## src/rtl/meikyuu_room_ctrl_if.sv

```systemverilog
// meikyuu_room_ctrl_if: player/VGA-side bus of the room sequencer.
//   master (player/timing side): drives frame_start, player_x, player_y, btn_any.
//   slave  (room controller):    drives room_x, room_y, tile_code, pos_load,
//                                new_x, new_y, freeze, fade_level, game_state.
interface meikyuu_room_ctrl_if;
  logic       frame_start;
  logic [9:0] player_x;
  logic [9:0] player_y;
  logic       btn_any;
  logic [1:0] room_x;
  logic [1:0] room_y;
  logic [3:0] tile_code;
  logic       pos_load;
  logic [9:0] new_x;
  logic [9:0] new_y;
  logic       freeze;
  logic [3:0] fade_level;
  logic [2:0] game_state;
  modport master (
    output frame_start, player_x, player_y, btn_any,
    input  room_x, room_y, tile_code, pos_load, new_x, new_y, freeze, fade_level, game_state
  );
  modport slave (
    input  frame_start, player_x, player_y, btn_any,
    output room_x, room_y, tile_code, pos_load, new_x, new_y, freeze, fade_level, game_state
  );
endinterface

```

## src/rtl/meikyuu_room_ctrl.sv

```systemverilog
// meikyuu_room_ctrl: 3x3 room sequencer and title/play/win game flow.
//   CLOCK_50 : system clock
//   reset    : asynchronous active-high reset
//   bus      : meikyuu_room_ctrl_if.slave (frame/player/button in; room, tile,
//              position load, freeze, fade and game state out)
//   Build option MEIKYUU_ROOM_FADE_EN adds the fade-out/fade-in states.
module meikyuu_room_ctrl #(
  parameter logic [9:0] X_MIN        = 10'd97,
  parameter logic [9:0] X_MAX        = 10'd720,
  parameter logic [9:0] Y_MIN        = 10'd3,
  parameter logic [9:0] Y_MAX        = 10'd466,
  parameter logic [9:0] ENTRY_MARGIN = 10'd8,
  parameter logic [9:0] START_X      = 10'd400,
  parameter logic [9:0] START_Y      = 10'd232,
  parameter logic [1:0] GOAL_RX      = 2'd2,
  parameter logic [1:0] GOAL_RY      = 2'd2,
  parameter logic [6:0] WIN_HOLD     = 7'd120
) (
  input logic CLOCK_50,
  input logic reset,
  meikyuu_room_ctrl_if.slave bus
);
  typedef enum logic [2:0] {
    TITLE    = 3'd0,
    PLAY     = 3'd1,
    FADE_OUT = 3'd2,
    SWAP     = 3'd3,
    FADE_IN  = 3'd4,
    WIN      = 3'd5
  } state_t;
  // Room tile codes, nibble index = room_y*3 + room_x.
  localparam logic [35:0] MAP = 36'h213060514;
  state_t     state;
  logic [1:0] rx, ry, dir_n, sd, srx, sry;
  logic [3:0] tile, fade, idx;
  logic [9:0] nx, ny, sx, sy, snx, sny;
  logic [6:0] cnt;
  logic       pos_load, freeze, go_l, go_r, go_u, go_d, exit_any, at_goal;
`ifdef MEIKYUU_ROOM_FADE_EN
  logic [1:0] dir;
  logic [9:0] lx, ly;
`endif
  assign go_l     = bus.player_x <= X_MIN && rx != 2'd0;
  assign go_r     = bus.player_x >= X_MAX && rx != 2'd2;
  assign go_u     = bus.player_y <= Y_MIN && ry != 2'd0;
  assign go_d     = bus.player_y >= Y_MAX && ry != 2'd2;
  assign exit_any = go_l | go_r | go_u | go_d;
  assign dir_n    = go_l ? 2'd0 : go_r ? 2'd1 : go_u ? 2'd2 : 2'd3;
  assign at_goal  = rx == GOAL_RX && ry == GOAL_RY;
  assign idx      = {2'b00, ry} * 4'd3 + {2'b00, rx};
  // With fading the swap happens frames after the exit, so it uses the
  // direction and position latched at exit time.
`ifdef MEIKYUU_ROOM_FADE_EN
  assign sd = dir;
  assign sx = lx;
  assign sy = ly;
`else
  assign sd = dir_n;
  assign sx = bus.player_x;
  assign sy = bus.player_y;
`endif
  assign srx = sd == 2'd0 ? rx - 2'd1 : sd == 2'd1 ? rx + 2'd1 : rx;
  assign sry = sd == 2'd2 ? ry - 2'd1 : sd == 2'd3 ? ry + 2'd1 : ry;
  assign snx = sd == 2'd0 ? X_MAX - ENTRY_MARGIN : sd == 2'd1 ? X_MIN + ENTRY_MARGIN : sx;
  assign sny = sd == 2'd2 ? Y_MAX - ENTRY_MARGIN : sd == 2'd3 ? Y_MIN + ENTRY_MARGIN : sy;
  always_ff @(posedge CLOCK_50 or posedge reset)
    if (reset) begin
      state    <= TITLE;
      rx       <= 2'd0;
      ry       <= 2'd0;
      tile     <= 4'd4;
      pos_load <= 1'b0;
      nx       <= START_X;
      ny       <= START_Y;
      freeze   <= 1'b1;
      fade     <= 4'd15;
      cnt      <= 7'd0;
`ifdef MEIKYUU_ROOM_FADE_EN
      dir      <= 2'd0;
      lx       <= 10'd0;
      ly       <= 10'd0;
`endif
    end else begin
      pos_load <= 1'b0;
      tile     <= MAP[{idx, 2'b00} +: 4];
      case (state)
        TITLE:
          if (bus.frame_start && bus.btn_any) begin
            rx       <= 2'd0;
            ry       <= 2'd0;
            nx       <= START_X;
            ny       <= START_Y;
            pos_load <= 1'b1;
            freeze   <= 1'b0;
            state    <= PLAY;
          end
        PLAY:
          if (bus.frame_start && exit_any) begin
            freeze <= 1'b1;
`ifdef MEIKYUU_ROOM_FADE_EN
            dir    <= dir_n;
            lx     <= bus.player_x;
            ly     <= bus.player_y;
            state  <= FADE_OUT;
`else
            rx       <= srx;
            ry       <= sry;
            nx       <= snx;
            ny       <= sny;
            pos_load <= 1'b1;
            state    <= SWAP;
`endif
          end
`ifdef MEIKYUU_ROOM_FADE_EN
        FADE_OUT:
          if (bus.frame_start) begin
            fade <= fade == 4'd0 ? 4'd0 : fade - 4'd1;
            if (fade <= 4'd1) begin
              rx       <= srx;
              ry       <= sry;
              nx       <= snx;
              ny       <= sny;
              pos_load <= 1'b1;
              state    <= SWAP;
            end
          end
        SWAP: state <= FADE_IN;
        FADE_IN:
          if (bus.frame_start) begin
            fade <= fade == 4'd15 ? 4'd15 : fade + 4'd1;
            if (fade >= 4'd14) begin
              state  <= at_goal ? WIN : PLAY;
              freeze <= at_goal;
              cnt    <= 7'd0;
            end
          end
`else
        SWAP: begin
          state  <= at_goal ? WIN : PLAY;
          freeze <= at_goal;
          cnt    <= 7'd0;
        end
`endif
        WIN:
          if (bus.frame_start) begin
            cnt <= cnt == 7'h7f ? cnt : cnt + 7'd1;
            if (cnt >= WIN_HOLD && bus.btn_any) begin
              rx    <= 2'd0;
              ry    <= 2'd0;
              state <= TITLE;
            end
          end
        default: state <= TITLE;
      endcase
    end
  assign bus.room_x     = rx;
  assign bus.room_y     = ry;
  assign bus.tile_code  = tile;
  assign bus.pos_load   = pos_load;
  assign bus.new_x      = nx;
  assign bus.new_y      = ny;
  assign bus.freeze     = freeze;
  assign bus.fade_level = fade;
  assign bus.game_state = state;
endmodule

```

## src/flat_wrapper.sv

```systemverilog
// flat-port wrapper written by rule: the top's interface ports become plain ports
module meikyuu_room_ctrl_flat 
#(
  parameter logic [9:0] X_MIN        = 10'd97,
  parameter logic [9:0] X_MAX        = 10'd720,
  parameter logic [9:0] Y_MIN        = 10'd3,
  parameter logic [9:0] Y_MAX        = 10'd466,
  parameter logic [9:0] ENTRY_MARGIN = 10'd8,
  parameter logic [9:0] START_X      = 10'd400,
  parameter logic [9:0] START_Y      = 10'd232,
  parameter logic [1:0] GOAL_RX      = 2'd2,
  parameter logic [1:0] GOAL_RY      = 2'd2,
  parameter logic [6:0] WIN_HOLD     = 7'd120
)
  (CLOCK_50, reset, bus_frame_start, bus_player_x, bus_player_y, bus_btn_any, bus_room_x, bus_room_y, bus_tile_code, bus_pos_load, bus_new_x, bus_new_y, bus_freeze, bus_fade_level, bus_game_state);
  meikyuu_room_ctrl_if bus_i ();
  input logic CLOCK_50;
  input logic reset;
  input wire logic [$bits(bus_i.frame_start)-1:0] bus_frame_start;
  input wire logic [$bits(bus_i.player_x)-1:0] bus_player_x;
  input wire logic [$bits(bus_i.player_y)-1:0] bus_player_y;
  input wire logic [$bits(bus_i.btn_any)-1:0] bus_btn_any;
  output wire logic [$bits(bus_i.room_x)-1:0] bus_room_x;
  output wire logic [$bits(bus_i.room_y)-1:0] bus_room_y;
  output wire logic [$bits(bus_i.tile_code)-1:0] bus_tile_code;
  output wire logic [$bits(bus_i.pos_load)-1:0] bus_pos_load;
  output wire logic [$bits(bus_i.new_x)-1:0] bus_new_x;
  output wire logic [$bits(bus_i.new_y)-1:0] bus_new_y;
  output wire logic [$bits(bus_i.freeze)-1:0] bus_freeze;
  output wire logic [$bits(bus_i.fade_level)-1:0] bus_fade_level;
  output wire logic [$bits(bus_i.game_state)-1:0] bus_game_state;
  assign bus_i.frame_start = bus_frame_start;
  assign bus_i.player_x = bus_player_x;
  assign bus_i.player_y = bus_player_y;
  assign bus_i.btn_any = bus_btn_any;
  assign bus_room_x = bus_i.room_x;
  assign bus_room_y = bus_i.room_y;
  assign bus_tile_code = bus_i.tile_code;
  assign bus_pos_load = bus_i.pos_load;
  assign bus_new_x = bus_i.new_x;
  assign bus_new_y = bus_i.new_y;
  assign bus_freeze = bus_i.freeze;
  assign bus_fade_level = bus_i.fade_level;
  assign bus_game_state = bus_i.game_state;
  meikyuu_room_ctrl #(.X_MIN(X_MIN), .X_MAX(X_MAX), .Y_MIN(Y_MIN), .Y_MAX(Y_MAX), .ENTRY_MARGIN(ENTRY_MARGIN), .START_X(START_X), .START_Y(START_Y), .GOAL_RX(GOAL_RX), .GOAL_RY(GOAL_RY), .WIN_HOLD(WIN_HOLD)) u_core (.CLOCK_50(CLOCK_50), .reset(reset), .bus(bus_i));
endmodule
```

## config.mk

```make
export PLATFORM = sky130hd
export DESIGN_NAME = meikyuu_room_ctrl_flat
export DESIGN_NICKNAME = d
export VERILOG_FILES = /design/src/rtl/meikyuu_room_ctrl_if.sv /design/src/rtl/meikyuu_room_ctrl.sv /design/src/flat_wrapper.sv
export SDC_FILE = /design/constraint.sdc
export NUM_CORES = 1
export LEC_CHECK = 0
export CAP_MARGIN = 5
export CORE_ASPECT_RATIO = 0.7
export CORE_MARGIN = 3
export CORE_UTILIZATION = 48
export CTS_CLUSTER_DIAMETER = 200
export CTS_CLUSTER_SIZE = 28
export DETAILED_ROUTE_END_ITERATION = 16
export GPL_ROUTABILITY_DRIVEN = 0
export PLACE_DENSITY = 0.89
export SETUP_SLACK_MARGIN = 0.4
export SLEW_MARGIN = 0
export SYNTH_ARGS = -nofsm -noshare
export SYNTH_HDL_FRONTEND = slang
export SYNTH_SLANG_ARGS = --single-unit
```

## constraint.sdc

```tcl
create_clock -name CLOCK_50 -period 2.4 [get_ports CLOCK_50]
set_input_delay 0.48 -clock CLOCK_50 [delete_from_list [all_inputs] [get_ports CLOCK_50]]
set_output_delay 0.48 -clock CLOCK_50 [all_outputs]
set_load 0.02 [all_outputs]
```

# Word-level counts from Yosys, hierarchy flattened
# Index checks and enable logic that the tools add are counted.
[totals]
wordCells = 104
reg_bits = 40
out_inout_bits = 37
[classes]
n_mux = 39
n_shift = 1
multipliers = 1
n_lt_le_gt_ge = 5
n_reduce_logical = 22
n_addsub = 6
n_bitwise = 3
eq_ne = 18
[op_table]
columns = ["operator", "n"]
rows = [
  ["$mux W10", 8],
  ["$pmux W10 S2", 2],
  ["$shiftx A36 B7 Y4 const A", 1],
  ["$mux W2", 11],
  ["$mux W3", 5],
  ["$mux W7", 2],
  ["$pmux W7 S2", 1],
  ["$pmux W2 S3", 2],
  ["$pmux W3 S4", 1],
  ["$reduce_and A6 Y1", 2],
  ["$ge A10 B10 Y1 const B", 1],
  ["$ge A10 B9 Y1 const B", 1],
  ["$le A10 B2 Y1 const B", 1],
  ["$le A10 B7 Y1 const B", 1],
  ["$reduce_and A3 Y1", 3],
  ["$eq A2 B2 Y1 const B", 4],
  ["$logic_and A1 B1 Y1", 8],
  ["$ne A2 B2 Y1 const B", 4],
  ["$reduce_bool A2 Y1", 4],
  ["$add A7 B1 Y7 const B", 1],
  ["$eq A7 B7 Y1 const B", 1],
  ["$ge A7 B7 Y1 const B", 1],
  ["$ne A2 B1 Y1 const B", 3],
  ["$ne A3 B1 Y1 const B", 2],
  ["other kinds (16)", 25],
]

# Logic depth before layout (Yosys ltp)
[logic_depth]
depth_word = 10
mapped_depth = 10
ltp_nobuf = 8

# Worst setup path before layout
# OpenSTA, ideal clock, no wires.
[synth_timing]
path_type = "reg-to-reg"
startpoint = "register u_core.ry[0], in the netlist u_core.bus.room_y[0]"
endpoint = "register u_core.ry[1], in the netlist u_core.bus.room_y[1]"
synth_period_minus_slack_ns = 2.162
arrival_time_ns = 2.096
stages_incl_launch_ff = 8
setup_time_ns = 0.065
path_slack_ns = 0.238
required_ns = 2.335
cell_sequence = "dfrtp_1 > inv_1 > ha_1 > a221oi_1 > nor2_2 > or4b_1 > nor4_2 > a211o_1"
[synth_between]
elab_chain_cells = 9
elab_cells_between_ends = 21
classes_between = "add/sub (2); eq/ne (5); mux (7); bitwise (2); reduce/logical (5)"
[synth_rtl]
columns = ["element", "line_no", "text"]
rows = [
  ["start, declared", "meikyuu_room_ctrl.sv:34", "logic [1:0] rx, ry, dir_n, sd, srx, sry;"],
  ["start signal, assigned", "meikyuu_room_ctrl.sv:107", "ry <= sry;"],
  ["$reduce_bool A2 Y1", "meikyuu_room_ctrl.sv:45", "assign go_u = bus.player_y <= Y_MIN && ry != 2'd0;"],
  ["$logic_and A1 B1 Y1", "meikyuu_room_ctrl.sv:45", ""],
  ["$mux W1", "meikyuu_room_ctrl.sv:48", "assign dir_n = go_l ? 2'd0 : go_r ? 2'd1 : go_u ? 2'd2 : 2'd3;"],
  ["$mux W2 (2 in a row)", "meikyuu_room_ctrl.sv:48", ""],
  ["$eq A2 B2 Y1", "meikyuu_room_ctrl.sv:63", "assign sry = sd == 2'd2 ? ry - 2'd1 : sd == 2'd3 ? ry + 2'd1 : ry;"],
  ["$mux W2", "meikyuu_room_ctrl.sv:63", ""],
  ["$mux W2", "meikyuu_room_ctrl.sv:98", "if (bus.frame_start && exit_any) begin"],
  ["$pmux W2 S3", "meikyuu_room_ctrl.sv:86", "case (state)"],
]
# Parallel ways exist; a longest one is shown, timed or not. The select of a mux whose other input is x is not followed.
# A chain may end at the register's enable or synchronous reset.

# Worst setup path after layout
[layout_timing]
startpoint = "register u_core.rx[1], in the netlist u_core.bus.room_x[1]"
endpoint = "register u_core.tile[1], in the netlist u_core.bus.tile_code[1]"
[layout_between]
elab_chain_cells = 2
[layout_rtl]
columns = ["element", "line_no", "text"]
rows = [
  ["start, declared", "meikyuu_room_ctrl.sv:34", ""],
  ["start signal, assigned", "meikyuu_room_ctrl.sv:106", "rx <= srx;"],
  ["$add A4 B2 Y4", "meikyuu_room_ctrl.sv:50", "assign idx = {2'b00, ry} * 4'd3 + {2'b00, rx};"],
  ["$shiftx A36 B7 Y4", "meikyuu_room_ctrl.sv:85", "tile <= MAP[{idx, 2'b00} +: 4];"],
  ["end signal, assigned", "meikyuu_room_ctrl.sv:85", ""],
  ["end, declared", "meikyuu_room_ctrl.sv:35", "logic [3:0] tile, fade, idx;"],
]
# Every way passes these cells.

==> metrics.yaml <==
yosysMostFrequentCell: "nand2_1"
path_clk_slew_ns: 0.07
vias: 2460
die_area_um2: 5552
yosys.area.top_type: "dfrtp_1"
cp_num_buf_inv: 2
start_util: 0.5073
setup_tns_ns: 0
internal_power_mw: 2.660
crit_chain: "fa_1 -> ha_2 -> inv_1 -> fa_2 -> buf_4 -> nor2_1 -> nand2_1 -> o21ai_1"
grt_util_met2: 0.4464
die_h_um: 63.25
rows: 20
postRouteAntennaNets: 0
grt_overflow: 0
slew_headroom: 0.5683
rsz0062_at_grt: "true"
synthTopCellsByArea: "dfrtp_1 (33%), dfstp_2 (11%), nand2_1 (5.8%)"
grt_usage: 0.2633
slowest_stage: "fa_1"
cp.arrival_ns: 2.32
grt_max_degree: 40
grt_pass1_vias: 2254
synth_top_area_share: 0.3341
cp.required_ns: 2.58
fmax_mhz: 467.6
ir_drop_uv: 905.0
avgViaCountPerCell: 6.089
critPathLaunchType: "flip-flop"
synth_flop_cell: "dfrtp_1"
hp-start: "bus_player_x[4]"
met3_usage: 0.05490
clock-sinks: 39
p_clk_frac: 0.089
setup_violations: 0
die_w_um: 87.78
path_delay_family: "adder cells"
synth.distinct_cells: 53
skew_ns: 0.006154
worstHoldPathType: "primary input to flip-flop"
clk_latency_ns: 0.29
dp_hpwl_um: 4391
max_stage_delay_ns: 0.57
leakage_nw: 1.641
switchingPower_mw: 2.180
synthesis.area_um2: 2247
synth_common_cells: "nand2_1 (35), dfrtp_1 (30), nor2_1 (25), o21ai_0 (22), inv_1 (16)"
fin_nets: 381
powerDensity_nw_per_um2: 1339
cp-end-kind: "flip-flop"
core_area_um2: 4429
clockBufferDepth: 2
worstSetupPathType: "flip-flop to flip-flop"
cp_max_fo: 3
clockRootBuffer: "clkbuf_8"
synth_edf_count: 0
period_share: 0.8911
drive_gt1_frac: 0.3668
swShare: 0.4504
r2r_start: "u_core.bus.room_x[1]$_DFFE_PP0P_"
worst_pin_slew_ns: 0.6408
ys.warnings.count: 4
route.detailed.drc: 0
slew_viol_final: 0
pwr-share-seq: 0.241
finalWirelength_um: 8200
antennaDiodeCount: 0
n_fill_cell: 245
syn_avg_cell_area_um2: 9.135
power_frac_comb: 0.670
async_reset_ff_frac: 1.000
antenna_found_initial: 0
crit_start: "u_core.bus.room_x[1]$_DFFE_PP0P_"
grt_use_met1: 0.3378
drt_pre_antenna_iters: 6
portBuffers: 55
ys_seq_elements: 39
grt_first_pass_wirelength_um: 11300
total_power_mw: 4.840
synthToLayoutAreaGrowth_pct: 60.80
dp_slack_ns: -0.2468
setup_slack_ns: 0.2615
cts_tree: "yes"
h-tree-depth: 2
hold_violations: 0
drv_cap: 0
ys_seq_area_frac: 0.4393
wl_per_cell_um: 20.30
outcome: "completed"
min_period_ns: 2.139
cts_buffers: 5
ios: 61
top_usage_layer: "met2"
drtIter0Drc: 301
post-route-util: 0.8158
syn_inst: 246
## placed cells by master (no fill, tap or decap), types with 6 or more instances in the layout
| master | netlist | routed |
|---|---|---|
| buf_4 | 5 | 39 |
| clkdlybuf4s50_1 | 0 | 34 |
| dfrtp_1 | 30 | 28 |
| nand2_1 | 35 | 24 |
| nor2_1 | 25 | 23 |
| inv_1 | 16 | 14 |
| o21ai_2 | 2 | 12 |
| nand2_4 | 0 | 9 |
| dlygate4sd2_1 | 0 | 9 |
| dfstp_2 | 9 | 9 |
| o21ai_0 | 22 | 8 |
| a21oi_1 | 10 | 8 |
| nand3_1 | 8 | 7 |
| clkbuf_2 | 0 | 6 |
| buf_6 | 2 | 6 |
## logic make-up after synthesis
| kind of cell | after synthesis | synth area share |
|---|---|---|
| multiplexers | 3 | 0.01392 |
| AND/OR/NAND/NOR | 90 | 0.1949 |
| AO/OA/AOI/OAI | 69 | 0.2071 |
| flip-flops | 39 | 0.4393 |
| buffers and inverters | 30 | 0.06681 |
| XOR/XNOR | 5 | 0.01949 |
| other | 1 | 0.001669 |
| adder cells (fa/ha/maj) | 9 | 0.05679 |
## flip-flops by register name, summed over array words and instances (netlist names), 2 cells and up
name / cells
u_core.bus.game_state: 3
u_core.bus.new_x: 10
u_core.bus.new_y: 10
u_core.bus.room_x: 2
u_core.bus.room_y: 2
u_core.bus.tile_code: 3
u_core.cnt: 7
## path summary, 6_finish.rpt
path	to	slack [ns]	cells past startpoint
hold / removal	u_core.bus.new_x[4]$_DFFE_PP1P_	0.45	3
max in group asynchronous	u_core.bus.room_y[0]$_DFFE_PP0P_	1.41	3
setup reg to reg	u_core.bus.tile_code[1]$_DFF_PP0_	0.26	8
setup / recovery	u_core.bus.tile_code[1]$_DFF_PP0_	0.26	8
hold reg to reg	u_core.bus.new_y[7]$_DFFE_PP1P_	0.48	2
min in group asynchronous	u_core.bus.room_x[0]$_DFFE_PP0P_	0.61	3
## per-layer routing
layer | vias to the layer above | routed length (um)
met5 | - | 0
met4 | 0 | 400
met3 | 48 | 726
met2 | 179 | 3956
met1 | 1180 | 3118
li1 | 1053 | -
## power groups by stage
stage	Sequential, mW	Combinational (mW)	Clock (mW)
6_report	1.17	3.24	0.430
3_3_place_gp	1.12	2.19	0
5_1_grt	1.19	3.47	0.468
3_5_place_dp	1.13	2.28	0
2_1_floorplan	1.38	1.15	0
4_1_cts	1.11	2.64	0.427
## stage by stage
| step | area, um2 | hold WS (ns) | cells |
|---|---|---|---|
| 2_1_floorplan | 2271 | 0.4814 | 250 |
| 3_3_place_gp | 2970 | 0.4606 | 367 |
| 3_5_place_dp | 2970 | 0.4719 | 367 |
| 4_1_cts | 3301 | 0.4766 | 393 |
| 5_1_grt | 3613 | 0.4806 | 404 |
| 6_report | 3613 | 0.4497 | 404 |
## repair_timing
item                                    in CTS  in global routing
pin swaps                                   16                 28
resized for setup                           51                 76
hold buffers                                 0                  0
buffers inserted                            16                 10
endpoints found under the setup margin      28                 34
gates cloned                                 2                  1
## cell type report
cell class,count,area (um2),area share
repair buffers,105,991.0,0.2742
inverters,16,65.06,0.01801
well taps,55,68.82,0.01904
flip-flops and latches,39,989.7,0.2739
multi-input cells,181,1419,0.3927
clock buffers,8,80.08,0.02216
## worst reg2reg max path, delay by kind of cell, from the launching register on
family                     cells  cell delay, ns
adders and majority gates      3            1.30
DFF                            1            0.42
buffers and inverters          2            0.17
and+or+nand+nor                2            0.08
AOI/OAI and AO/OA              1            0.06
Power figures use the tool's default switching activity.
